**config.mk**
```make
export PLATFORM = sky130hd
export DESIGN_NAME = i2c_request_arbiter_flat
export DESIGN_NICKNAME = d
export VERILOG_FILES = /design/src/rtl/i2c_request_arbiter_if.sv /design/src/rtl/i2c_request_arbiter.sv /design/src/flat_wrapper.sv
export SDC_FILE = /design/constraint.sdc
export NUM_CORES = 1
export LEC_CHECK = 0
export ABC_AREA = 1
export CORE_AREA = 3 3 71 73
export CTS_CLUSTER_DIAMETER = 60
export DETAILED_ROUTE_END_ITERATION = 10
export DIE_AREA = 0 0 74 76
export GPL_ROUTABILITY_DRIVEN = 1
export PLACE_DENSITY = 0.67
export SLEW_MARGIN = 20
export SYNTH_ARGS = -nofsm -noshare
export SYNTH_HDL_FRONTEND = slang
export SYNTH_SLANG_ARGS = --single-unit
```
**constraint.sdc**
```tcl
create_clock -name clock -period 1.4 [get_ports clock]
set_input_delay 0.42 -clock clock [delete_from_list [all_inputs] [get_ports clock]]
set_output_delay 0.42 -clock clock [all_outputs]
set_load 0.01 [all_outputs]
```
**src/rtl/i2c_request_arbiter_if.sv**
```systemverilog
// Client/transmitter-facing signal bundle for i2c_request_arbiter.
// master = arbiter side, slave = client/transmitter side.
interface i2c_request_arbiter_if #(
  parameter int N_REQ = 4
);
  localparam int OW = (N_REQ > 1) ? $clog2(N_REQ) : 1;

  logic [N_REQ-1:0] req;
  logic [N_REQ-1:0] grant;
  logic [OW-1:0]    owner;
  logic [N_REQ-1:0] done;
  logic [N_REQ-1:0] err;
  logic             tx_start;
  logic             tx_idle;
  logic             busy;

  modport master (
    input  req, tx_idle,
    output grant, owner, done, err, tx_start, busy
  );

  modport slave (
    output req, tx_idle,
    input  grant, owner, done, err, tx_start, busy
  );
endinterface

```
**src/rtl/i2c_request_arbiter.sv**
```systemverilog
// Round-robin arbiter sharing one I2C master transmitter among N_REQ clients:
// start pulse, idle-flag tracking with timeout, done/err pulses, holdoff gap.
module i2c_request_arbiter #(
  parameter int N_REQ          = 4,
  parameter int TIMEOUT_CYCLES = 4096,
  parameter int HOLDOFF        = 8
) (
  input  logic                 clock,
  input  logic                 reset,
  i2c_request_arbiter_if.master bus
);

  localparam int OW = (N_REQ > 1) ? $clog2(N_REQ) : 1;
  localparam int CW = $clog2(TIMEOUT_CYCLES + 1);
  localparam int GW = (HOLDOFF > 1) ? $clog2(HOLDOFF + 1) : 1;

  typedef enum logic [2:0] {
    S_IDLE,
    S_START,
    S_WAIT_BUSY,
    S_WAIT_DONE,
    S_RECOVER,
    S_GAP
  } state_t;

  state_t           r_state, w_state_nxt;
  logic [N_REQ-1:0] r_grant, w_grant_nxt;
  logic [OW-1:0]    r_owner, w_owner_nxt;
  logic [N_REQ-1:0] r_done, w_done_nxt;
  logic [N_REQ-1:0] r_err, w_err_nxt;
  logic             r_tx_start, w_tx_start_nxt;
  logic [CW-1:0]    r_cnt, w_cnt_nxt;
  logic [GW-1:0]    r_gap, w_gap_nxt;
  logic [OW-1:0]    r_rr, w_rr_nxt;

  logic [OW-1:0]    w_pick;
  logic [OW-1:0]    w_rr_after;

  // First asserted request at or after the pointer, wrapping N_REQ-1 -> 0.
  function automatic logic [OW-1:0] f_rr_pick(input logic [N_REQ-1:0] req,
                                              input logic [OW-1:0]    ptr);
    logic [OW-1:0] pick;
    int            idx;
    pick = '0;
    for (int i = N_REQ - 1; i >= 0; i--) begin
      idx = (int'(ptr) + i) % N_REQ;
      if (req[idx[OW-1:0]]) pick = idx[OW-1:0];
    end
    return pick;
  endfunction

  assign w_pick     = f_rr_pick(bus.req, r_rr);
  assign w_rr_after = (r_owner == OW'(N_REQ - 1)) ? '0 : r_owner + 1'b1;

  always_comb begin
    w_state_nxt    = r_state;
    w_grant_nxt    = r_grant;
    w_owner_nxt    = r_owner;
    w_done_nxt     = '0;
    w_err_nxt      = '0;
    w_tx_start_nxt = 1'b0;
    w_cnt_nxt      = r_cnt;
    w_gap_nxt      = r_gap;
    w_rr_nxt       = r_rr;

    case (r_state)
      S_IDLE: begin
        // tx_idle gate also covers a transmitter still running across a reset.
        if ((|bus.req) && bus.tx_idle) begin
          w_state_nxt    = S_START;
          w_grant_nxt    = N_REQ'(1) << w_pick;
          w_owner_nxt    = w_pick;
          w_tx_start_nxt = 1'b1;
        end
      end

      S_START: begin
        w_state_nxt = S_WAIT_BUSY;
        w_cnt_nxt   = '0;
      end

      S_WAIT_BUSY: begin
        if (!bus.tx_idle) begin
          w_state_nxt = S_WAIT_DONE;
          w_cnt_nxt   = '0;
        end else if (r_cnt >= CW'(TIMEOUT_CYCLES - 1)) begin
          w_err_nxt   = r_grant;
          w_grant_nxt = '0;
          w_state_nxt = S_GAP;
          w_gap_nxt   = '0;
          w_rr_nxt    = w_rr_after;
        end else begin
          w_cnt_nxt = r_cnt + 1'b1;
        end
      end

      S_WAIT_DONE: begin
        if (bus.tx_idle) begin
          w_done_nxt  = r_grant;
          w_grant_nxt = '0;
          w_state_nxt = S_GAP;
          w_gap_nxt   = '0;
          w_rr_nxt    = w_rr_after;
        end else if (r_cnt >= CW'(TIMEOUT_CYCLES - 1)) begin
          w_err_nxt   = r_grant;
          w_state_nxt = S_RECOVER;
        end else begin
          w_cnt_nxt = r_cnt + 1'b1;
        end
      end

      S_RECOVER: begin
        if (bus.tx_idle) begin
          w_grant_nxt = '0;
          w_state_nxt = S_GAP;
          w_gap_nxt   = '0;
          w_rr_nxt    = w_rr_after;
        end
      end

      S_GAP: begin
        if (!bus.tx_idle) begin
          w_gap_nxt = '0;
        end else if (r_gap >= GW'(HOLDOFF - 1)) begin
          w_state_nxt = S_IDLE;
        end else begin
          w_gap_nxt = r_gap + 1'b1;
        end
      end

      default: w_state_nxt = S_IDLE;
    endcase
  end

  always_ff @(posedge clock) begin
    if (!reset) begin
      r_state    <= S_IDLE;
      r_grant    <= '0;
      r_owner    <= '0;
      r_done     <= '0;
      r_err      <= '0;
      r_tx_start <= 1'b0;
      r_cnt      <= '0;
      r_gap      <= '0;
      r_rr       <= '0;
    end else begin
      r_state    <= w_state_nxt;
      r_grant    <= w_grant_nxt;
      r_owner    <= w_owner_nxt;
      r_done     <= w_done_nxt;
      r_err      <= w_err_nxt;
      r_tx_start <= w_tx_start_nxt;
      r_cnt      <= w_cnt_nxt;
      r_gap      <= w_gap_nxt;
      r_rr       <= w_rr_nxt;
    end
  end

  assign bus.grant    = r_grant;
  assign bus.owner    = r_owner;
  assign bus.done     = r_done;
  assign bus.err      = r_err;
  assign bus.tx_start = r_tx_start;
  assign bus.busy     = (r_state != S_IDLE);

endmodule

```
**src/flat_wrapper.sv**
```systemverilog
// flat-port wrapper written by rule: the top's interface ports become plain ports
module i2c_request_arbiter_flat 
#(
  parameter int N_REQ          = 4,
  parameter int TIMEOUT_CYCLES = 4096,
  parameter int HOLDOFF        = 8
)
  (clock, reset, bus_req, bus_tx_idle, bus_grant, bus_owner, bus_done, bus_err, bus_tx_start, bus_busy);
  i2c_request_arbiter_if #(.N_REQ(N_REQ)) bus_i ();
  input  logic clock;
  input  logic reset;
  input wire logic [$bits(bus_i.req)-1:0] bus_req;
  input wire logic [$bits(bus_i.tx_idle)-1:0] bus_tx_idle;
  output wire logic [$bits(bus_i.grant)-1:0] bus_grant;
  output wire logic [$bits(bus_i.owner)-1:0] bus_owner;
  output wire logic [$bits(bus_i.done)-1:0] bus_done;
  output wire logic [$bits(bus_i.err)-1:0] bus_err;
  output wire logic [$bits(bus_i.tx_start)-1:0] bus_tx_start;
  output wire logic [$bits(bus_i.busy)-1:0] bus_busy;
  assign bus_i.req = bus_req;
  assign bus_i.tx_idle = bus_tx_idle;
  assign bus_grant = bus_i.grant;
  assign bus_owner = bus_i.owner;
  assign bus_done = bus_i.done;
  assign bus_err = bus_i.err;
  assign bus_tx_start = bus_i.tx_start;
  assign bus_busy = bus_i.busy;
  i2c_request_arbiter #(.N_REQ(N_REQ), .TIMEOUT_CYCLES(TIMEOUT_CYCLES), .HOLDOFF(HOLDOFF)) u_core (.clock(clock), .reset(reset), .bus(bus_i));
endmodule
```
==> results.cfg, run 1 <==
[run_status]
outcome = finished, violations left
failed_checks = setup timing

[synth]
yosys_warnings = 0
synthFlopType = dfxtp_1
synth_common_cells = nand2_1 (92), nor2_1 (48), inv_1 (43), dfxtp_1 (37), nand3_1 (26)
yosysTopAreaCell = dfxtp_1
synth_top_cell_area_share_pct = 37.3
post_synth_num_cell_types = 23
syn_area_um2 = 1990
synthesis.instances = 314
synth_fp_nets = 324
postSynthAreaPerCell_um2 = 6.33
ys_seq_area_share_pct = 37.3
synth.most_common_cell = nand2_1
synth_top_cells_by_area = dfxtp_1 (37%), nand2_1 (17%), nor2_1 (9.1%)
postSynth.asyncResetShare_pct = 0
synth.ff_latch_count = 37
synth_enable_flop_cells = 0

[critical_path]
end_kind = register
worstSetupPathType = register to register
worst_ep_arrival_time_ns = 1.75
reg2reg_depth = 10
timing.critical_path.fanout_max = 8
cp-start-kind = register
critPathRequiredTime_ns = 1.59

[timing]
fmax_ghz = 0.642
timing.clock.skew_ns = 0.0116
timing_hold_violations_final = 0
tightest_slew_ns = 0.461
finalWorstSetupSlack_ns = -0.157
timing.final.max_slew_violations = 0
timing.final.crit_share_pct = 111
max_slew_margin_pct = 69.3
setup_violations = 27
minimum_period_implied_by_the_final_worst_setup_slack_ns = 1.56
rsz0062_at_grt = true

[power_and_ir_drop]
internal-power_uw = 3390
total_power_uw = 6050
switching_share_pct = 44.0
switching_power_uw = 2660
irDropWorstVdd_v = 0.00108
pwr_density_cell_nw_per_um2 = 1900
pwr-share-seq_pct = 23.8
power_frac_clock_pct = 15.7
power.static_leakage_uw = 0.00150
combPwrFrac_pct = 60.6

[floorplanning]
die_width_um = 74
placement_rows = 24
boundaryPins = 23
floorplan.die.height_um = 76
start_util_pct = 45.0
core_area_um2 = 4410
dieArea_um2 = 5620

[route]
wirelength_um = 5940
drtIter0Drc = 162
dr_total_vias = 2249
wire_per_inst_um = 13.2
route.antenna.remaining_nets = 0
drtPass1Iterations = 4
avgViaCountPerCell = 5.01
drc = 0

[cells_and_area]
fraction_of_final_layout_cells_with_drive_strength_greater_than_1_pct = 43.6
number_of_non_filler_instances_in_the_completed_layout = 449
finish.net_count = 406
postLayoutCoreUtil_pct = 72.0
antenna-diode-count = 0
final_cell_area_um2 = 3180
area_delta_synth_final_pct = 59.8

[clock_tree]
cts_max_path_buffers = 2
clkSinkCount = 37
htreeDepth = 2
numCtsBuffers = 5
cts_root_buf = clkbuf_8
worst_skew_pair_later_pin_latency_ns = 0.30
clkTransAtPathRegs_ns = 0.08
tritoncts = built

[placed_design]
dp_hpwl_um = 3860
dpl.cell_count = 432
post_dp_cell_area_um2 = 2630
finalWeightedCongestion = 0.847
preCtsSetupSlack_ns = -0.509
port_buffers = 22

[flow_run]
cap_viol_max_count = 0

[grt]
grt_first_pass_wirelength_um = 9210
grtUsageMet1_pct = 28.7
top_usage_layer = met2
grt_pass1_vias = 2072
maximum_number_of_pins_on_one_net_before_global_route_repair = 14
grt_util_met3_pct = 5.15
grtUsageMet2_pct = 30.7
initial_antenna_violation_count = 0
gr-total-overflow = 0
globalRouteTotalUtil_pct = 20.3

[worst_hold_path]
worstHoldPathType = register to register
timing.hold.worst_path_depth = 2
[cells in the final DEF, fill, tap and decap left out, types with 3 or more instances in the layout]
cell type       Yosys  layout
dfxtp_2             0       6
inv_1              43      31
clkbuf_8            0       5
o21ai_2             0       5
a21oi_2             0      10
nand2_1            92      63
nor2_2              3       7
nand2_2             3      28
dlygate4sd2_1       0      15
a21oi_1            14       3
nor2_4              2      13
inv_2               2      11
nor2_1             48      33
nand2_4             0       4
nand3_1            26      16
nand3_2             1       9
nor3_1              8       6
dlymetal6s2s_1      0       3
buf_4               0      49
dfxtp_1            37      29
nand4_1            11      11
o21ai_1             0       3
buf_6               2       7
[kinds of logic after synthesis]
logic type	share of synthesized area (%)
XOR/XNOR	0.441
adder cells (fa/ha/maj)	1.89
flip-flops	37.3
AO/OA/AOI/OAI	6.92
buffers and inverters	10.1
AND/OR/NAND/NOR	43.4
[flip-flops by register name (all words and copies together) (netlist names)]
register / cells
u_core.r_rr: 2
u_core.bus.err: 4
u_core.bus.tx_start: 1
u_core.r_cnt: 13
u_core.r_gap: 4
u_core.bus.grant: 4
u_core.r_state: 3
u_core.bus.done: 4
u_core.bus.owner: 2
[power groups by stage]
stage	Clock (µW)	Combinational [µW]	Sequential (µW)
after global placement	0	2660	1400
after detailed placement	0	2680	1400
final	947	3670	1440
after floorplan	0	1560	1410
after global routing	1020	3980	1470
after CTS	972	2960	1390
[timing repair]
item | in CTS | in global routing
endpoints found under the setup margin | 48 | 34
pin swaps | 19 | 40
cloned | 0 | 1
gates resized for setup | 73 | 84
hold buffers | 0 | 0
setup buffers | 3 | 6
[stage by stage]
stage | TNS [ns] | hold WS, ns
2_1_floorplan | -0.000852 | 0.416
3_3_place_gp | -13.40 | 0.432
3_5_place_dp | -14.36 | 0.443
4_1_cts | -3.71 | 0.472
5_1_grt | -5.56 | 0.524
6_report | -2.63 | 0.490
[worst max-delay path, cell delays in order (launching register included)]
cell and delay [ns]:
dfxtp_2 0.36, buf_6 0.11, inv_4 0.03, nor2_4 0.15, buf_4 0.13, nand3_2 0.06
nand2_2 0.12, inv_2 0.08, nand2_4 0.13, xor2_2 0.21, nor2_4 0.06
[layer usage]
metal | up-vias | share of wire, %
met5 | - | 0
met4 | 0 | 0.98
met3 | 6 | 4.3
met2 | 49 | 48
met1 | 1035 | 47
li1 | 1159 | -
[final cells by class]
cell class,instances,area [µm²]
clock buffers,5,68.8
clock inverters,3,46.3
fillers,335,1240
inverters,45,181
multi-input cells,228,1390
flip-flops and latches,37,756
well taps,52,65.1
repair buffers,79,666
[worst paths after layout]
check,startpoint,slack [ns],end
max,u_core.r_state[1],-0.16,u_core.r_cnt[0]
min,u_core.r_cnt[11],0.49,u_core.r_cnt[11]
max reg2reg,u_core.r_state[1],-0.16,u_core.r_cnt[0]
min reg2reg,u_core.r_cnt[11],0.49,u_core.r_cnt[11]
No activity file was read; power rests on OpenSTA's default activity.
==> run 2, diff against run 1 <==
- DONT_BUFFER_PORTS: default -> 1
- PLACE_DENSITY: 0.67 -> default
==> results.cfg, run 2 (same netlist as run 1, synthesis figures left out) <==
[grt]
maximum_number_of_pins_on_one_net_before_global_route_repair = 15
top_usage_layer = met2
grtUsageMet1_pct = 27.5
grt_pass1_vias = 1976
globalRouteTotalUtil_pct = 20.0
grt_util_met3_pct = 6.07
grtUsageMet2_pct = 29.5
initial_antenna_violation_count = 0
gr-total-overflow = 0
grt_first_pass_wirelength_um = 8940

[floorplanning]
floorplan.die.height_um = 76
placement_rows = 24
start_util_pct = 45.0
core_area_um2 = 4410
dieArea_um2 = 5620
die_width_um = 74
boundaryPins = 23

[route]
wirelength_um = 5410
drtPass1Iterations = 4
drc = 0
route.antenna.remaining_nets = 0
drtIter0Drc = 116
dr_total_vias = 2146
wire_per_inst_um = 12.9
avgViaCountPerCell = 5.12

[timing]
timing.clock.skew_ns = 0.00188
setup_violations = 24
max_slew_margin_pct = 79.7
minimum_period_implied_by_the_final_worst_setup_slack_ns = 1.51
tightest_slew_ns = 0.305
timing.final.crit_share_pct = 108
timing_hold_violations_final = 0
finalWorstSetupSlack_ns = -0.108
rsz0062_at_grt = true
timing.final.max_slew_violations = 0
fmax_ghz = 0.663

[worst_hold_path]
worstHoldPathType = primary input to register
timing.hold.worst_endpoint = u_core.r_rr[1]
timing.hold.worst_path_depth = 2
hp-start = reset

[clock_tree]
cts_max_path_buffers = 2
holdBufCountCts = 0
worst_skew_pair_later_pin_latency_ns = 0.29
cts_root_buf = clkbuf_8
tritoncts = built
clkTransAtPathRegs_ns = 0.08
htreeDepth = 2
numCtsBuffers = 5
clkSinkCount = 37

[placed_design]
finalWeightedCongestion = 0.888
port_buffers = 0
preCtsSetupSlack_ns = -0.137
dpl.cell_count = 401
dp_hpwl_um = 3550

[run_status]
outcome = finished, violations left
failed_checks = setup timing

[power_and_ir_drop]
pwr_density_cell_nw_per_um2 = 1970
irDropWorstVdd_v = 0.00121
power.static_leakage_uw = 0.00130

[cells_and_area]
top_library_cells_by_usage_in_the_layout_fill_and_taps_aside = nand2_1 (70), buf_4 (38), nor2_1 (37)
final_common_cell = nand2_1
antenna-diode-count = 0
fraction_of_final_layout_cells_with_drive_strength_greater_than_1_pct = 42.0
largest-register = u_core.r_cnt
number_of_non_filler_instances_in_the_completed_layout = 419
largest_register_ffs = 13
finish.net_count = 376
area_delta_synth_final_pct = 46.1

[critical_path]
end_kind = output port
ff2ff_setup_slack_ns = -0.07
crit-reg2reg-capture = u_core.r_cnt[0]
worst_ep_arrival_time_ns = 1.09
reg2reg_depth = 11
worstSetupPathType = register to output port
cp-start-kind = register
max_stage_delay_ns = 0.37
path_cells = nor2_4, inv_2, nor2_4, inv_2, buf_6
worst_r2r_startpoint = u_core.r_state[1]
critPathRequiredTime_ns = 0.98
timing.critical_path.fanout_max = 3
cp_slowest_cell = dfxtp_4

[flow_run]
cap_viol_max_count = 0
## run 2: changes by cell type in the layout (fill, tap and decap cells not counted), moves of 4 or more
cell,delta
buf_4,-11
dfxtp_1,-4
dlygate4sd2_1,-15
nand2_1,+7
nand2_2,-10
nor2_1,+4
## run 2: per-layer routing
metal,up-vias,share of wire [%]
li1,1101,-
met1,982,47
met2,56,46
met3,7,6.2
met4,0,1.4
met5,-,0
## run 2: timing repair
item / in CTS / in global routing
pin swaps: 22 / 28
buffers inserted: 6 / 4
resized for setup: 59 / 67
setup endpoints to repair: 31 / 31
cloned: 1 / 0
## run 2: worst max path at each step
stage                                endpoint              start  slack (ns)
after CTS                            bus_busy  u_core.r_state[1]       -0.12
final                                bus_busy  u_core.r_state[1]       -0.11
after global routing      u_core.bus.grant[2]    u_core.r_cnt[1]       -0.21
after detailed placement      u_core.r_cnt[9]    u_core.r_cnt[1]       -0.14
after global placement      u_core.r_state[0]  u_core.r_state[1]       -0.11
after floorplan               u_core.r_cnt[9]    u_core.r_cnt[0]     -0.0009
## run 2: final cells by class
| cell class | count | area, µm² |
|---|---|---|
| fill | 391 | 1510 |
| multi-input combinational | 229 | 1390 |
| sequential | 37 | 766 |
| timing repair buffer | 48 | 407 |
| inverter | 45 | 184 |
| clock buffer | 5 | 68.8 |
| tap | 52 | 65.1 |
| clock inverter | 3 | 25.0 |
## run 2: through the flow
stage / power, µW / hold slack (ns) / instance area [µm²] / TNS, ns / utilization (%)
floorplan: 2970 / 0.416 / 2020 / -0.000852 / -
global placement: 3880 / 0.458 / 2360 / -1.51 / 53.4
detailed placement: 3890 / 0.455 / 2360 / -2.04 / 53.4
CTS: 5170 / 0.228 / 2670 / -0.496 / 60.5
global route: 6200 / 0.226 / 2900 / -4.18 / 65.8
finish: 5730 / 0.230 / 2900 / -0.967 / 65.8
## run 2: report_power, final
| part | internal (µW) | total (µW) | switching [µW] |
|---|---|---|---|
| Sequential | 1270 | 1500 | 228 |
| Clock | 359 | 778 | 419 |
| Combinational | 1550 | 3450 | 1900 |
| Total | 3180 | 5730 | 2550 |
## run 2: critical path: cells and delay by family (launching register included)
| family | cells | cell delay (ns) |
|---|---|---|
| buffers and inverters | 3 | 0.22 |
| flip-flops | 1 | 0.37 |
| AND/OR/NAND/NOR | 2 | 0.21 |
==> RTL edit (flow settings as in run 1) <==
Re-encode `state_t` (6 states) as Gray code, 3 bits wide.
--- a/src/rtl/i2c_request_arbiter.sv
+++ b/src/rtl/i2c_request_arbiter.sv
@@ -16,10 +16,10 @@
 
   typedef enum logic [2:0] {
-    S_IDLE,
-    S_START,
-    S_WAIT_BUSY,
-    S_WAIT_DONE,
-    S_RECOVER,
-    S_GAP
+    S_IDLE      = 3'b000,
+    S_START     = 3'b001,
+    S_WAIT_BUSY = 3'b011,
+    S_WAIT_DONE = 3'b010,
+    S_RECOVER   = 3'b110,
+    S_GAP       = 3'b111
   } state_t;
 
Function: no difference found for any inputs over 10 cycles, from zero or initial values and one cycle with reset low; not proved beyond that.
==> RTL edit against run 1 <==
- the run still ends with negative setup slack left
- largest cell class unchanged
- wire length decreased by 13%
- cell count is 4.0% lower
- synthesized area decreased by 2.9%
- final area fell by 4.5%
- sequential cell count did not move
- total power shrank 20%
- synthesized cell count shrank 8.0%
- worst setup slack about the same
- largest power group unchanged
==> RTL edit: results (changes against run 1) <==
- Hold WS: 0.447 ns (was 0.490 ns)
- Synth cell count leaders: nand2_1, inv_1, nor2_1 (was nand2_1, nor2_1, inv_1)
- M2 GR Usage: 30.2% (was 30.7%)
- Post-Syn Instances: 289 (was 314)
- M3 GR Usage: 4.75% (was 5.15%)
- Crit path max-delay cell type: dfxtp_4 (was dfxtp_2)
- Crit path max fanout: 6 (was 8)
- Fill cells: 362 (was 335)
- Dpl cells: 415 (was 432)
- Failing checks: negative setup slack (unchanged)
- Worst Skew: 0.0109 ns (was 0.0116 ns)
- Synthesized Nets: 299 (was 324)
- Routed len/inst: 12.0 um (was 13.2 um)
- Share of cells above drive strength 1: 37.7% (was 43.6%)
- Status: finished with violations (unchanged)
- Met2 Wirelength: 2620 um (was 2850 um)
- Synth area leaders: dfxtp_1, nand2_1, inv_1, nor2_1, nand3_1 (was dfxtp_1, nand2_1, nor2_1, inv_1, nand3_1)
- Largest reg by FF count: u_core.r_cnt (unchanged)
- Maximum VDD drop: 1.16 mV (was 1.08 mV)
- Placement Setup Slack: -0.540 ns (was -0.509 ns)
- HP Start: u_core.bus.grant[0] (was u_core.r_cnt[11])
- Final Wtd Congestion: 0.900 (was 0.847)
- Min-delay worst type: reg -> reg (unchanged)
- First-pass GRT wire length: 8510 um (was 9210 um)
- Vias/cell: 4.94 (was 5.01)
- Min-Delay Endpoint: u_core.bus.done[0] (was u_core.r_cnt[11])
- Met1 Resource Use GR: 23.8% (was 28.7%)
- Initial antenna violation count: 0 (unchanged)
- Worst EP arrival: 1.77 ns (was 1.75 ns)
- Total GRT Usage: 18.5% (was 20.3%)
- Post-synthesis cell type count: 29 (was 23)
- Register area share after synthesis: 38.4% (was 37.3%)
- Crit Reg-Reg Startpoint: u_core.r_cnt[0] (was u_core.r_state[1])
- Max-slew headroom: 80.2% (was 69.3%)
- WL met3: 235 um (was 255 um)
- Metal-1 WL: 2280 um (was 2770 um)
- Layout Nets: 388 (was 406)
- Drt first-iter violations: 89 (was 162)
- Post-DP HPWL: 3600 um (was 3860 um)
- Leakage power: 1.48 nW (was 1.50 nW)
- Vias in the first global route: 2054 (was 2072)
- Post-DP Area: 2660 um^2 (was 2630 um^2)
- Fin cells: 431 (was 449)
- Worst-path clk slew: 0.08 ns (about the same)
- R2R Path End: u_core.r_cnt[9] (was u_core.r_cnt[0])
- Final setup TNS: -2.23 ns (was -2.63 ns)
- Final worst slack: -0.158 ns (was -0.157 ns)
- Final setup vio count: 23 (was 27)
==> RTL edit: cell types whose count changed after synthesis, moves of 4 or more <==
cell and change:
nand2_1 -26, nand3_1 -4, o21ai_0 +8, a21oi_1 +4, nor2_1 -8
==> RTL edit: timing repair <==
| action | in CTS | in global routing |
|---|---|---|
| endpoints found under the setup margin | 47 | 38 |
| buffers inserted | 5 | 6 |
| resized for setup | 54 | 46 |
| pin swaps | 16 | 23 |
| hold buffers | 0 | 0 |
==> RTL edit: area by class of cell <==
| type | count | area [um^2] | area share (%) |
|---|---|---|---|
| flip-flops and latches | 37 | 759 | 25.0 |
| clock inverters | 3 | 43.8 | 1.44 |
| repair buffers | 85 | 679 | 22.4 |
| well taps | 52 | 65.1 | 2.14 |
| multi-input cells | 205 | 1250 | 41.2 |
| inverters | 44 | 168 | 5.53 |
| clock buffers | 5 | 68.8 | 2.27 |
==> RTL edit: worst max path at each step <==
stage | from | depth (start not counted) | end
5_1_grt | u_core.r_cnt[0] | 11 | u_core.r_cnt[7]
4_1_cts | u_core.r_cnt[1] | 10 | u_core.bus.grant[3]
3_3_place_gp | bus_req[3] | 11 | u_core.bus.owner[0]
3_5_place_dp | bus_req[3] | 11 | u_core.bus.owner[0]
2_1_floorplan | u_core.r_cnt[0] | 10 | u_core.bus.grant[2]
6_report | u_core.r_cnt[0] | 10 | u_core.r_cnt[9]
==> RTL edit: logic make-up after synthesis <==
group	count (synthesis)	synth area share, %
compound gates	41	11.3
simple gates	158	37.7
flops	37	38.4
buf+inv	47	9.40
xor+xnor	3	1.36
fa+ha+maj	3	1.94
==> RTL edit: power by group <==
part | switching (mW) | internal (mW) | total (mW)
clock network | 0.408 | 0.534 | 0.942
logic | 1.35 | 1.15 | 2.49
registers | 0.178 | 1.26 | 1.43
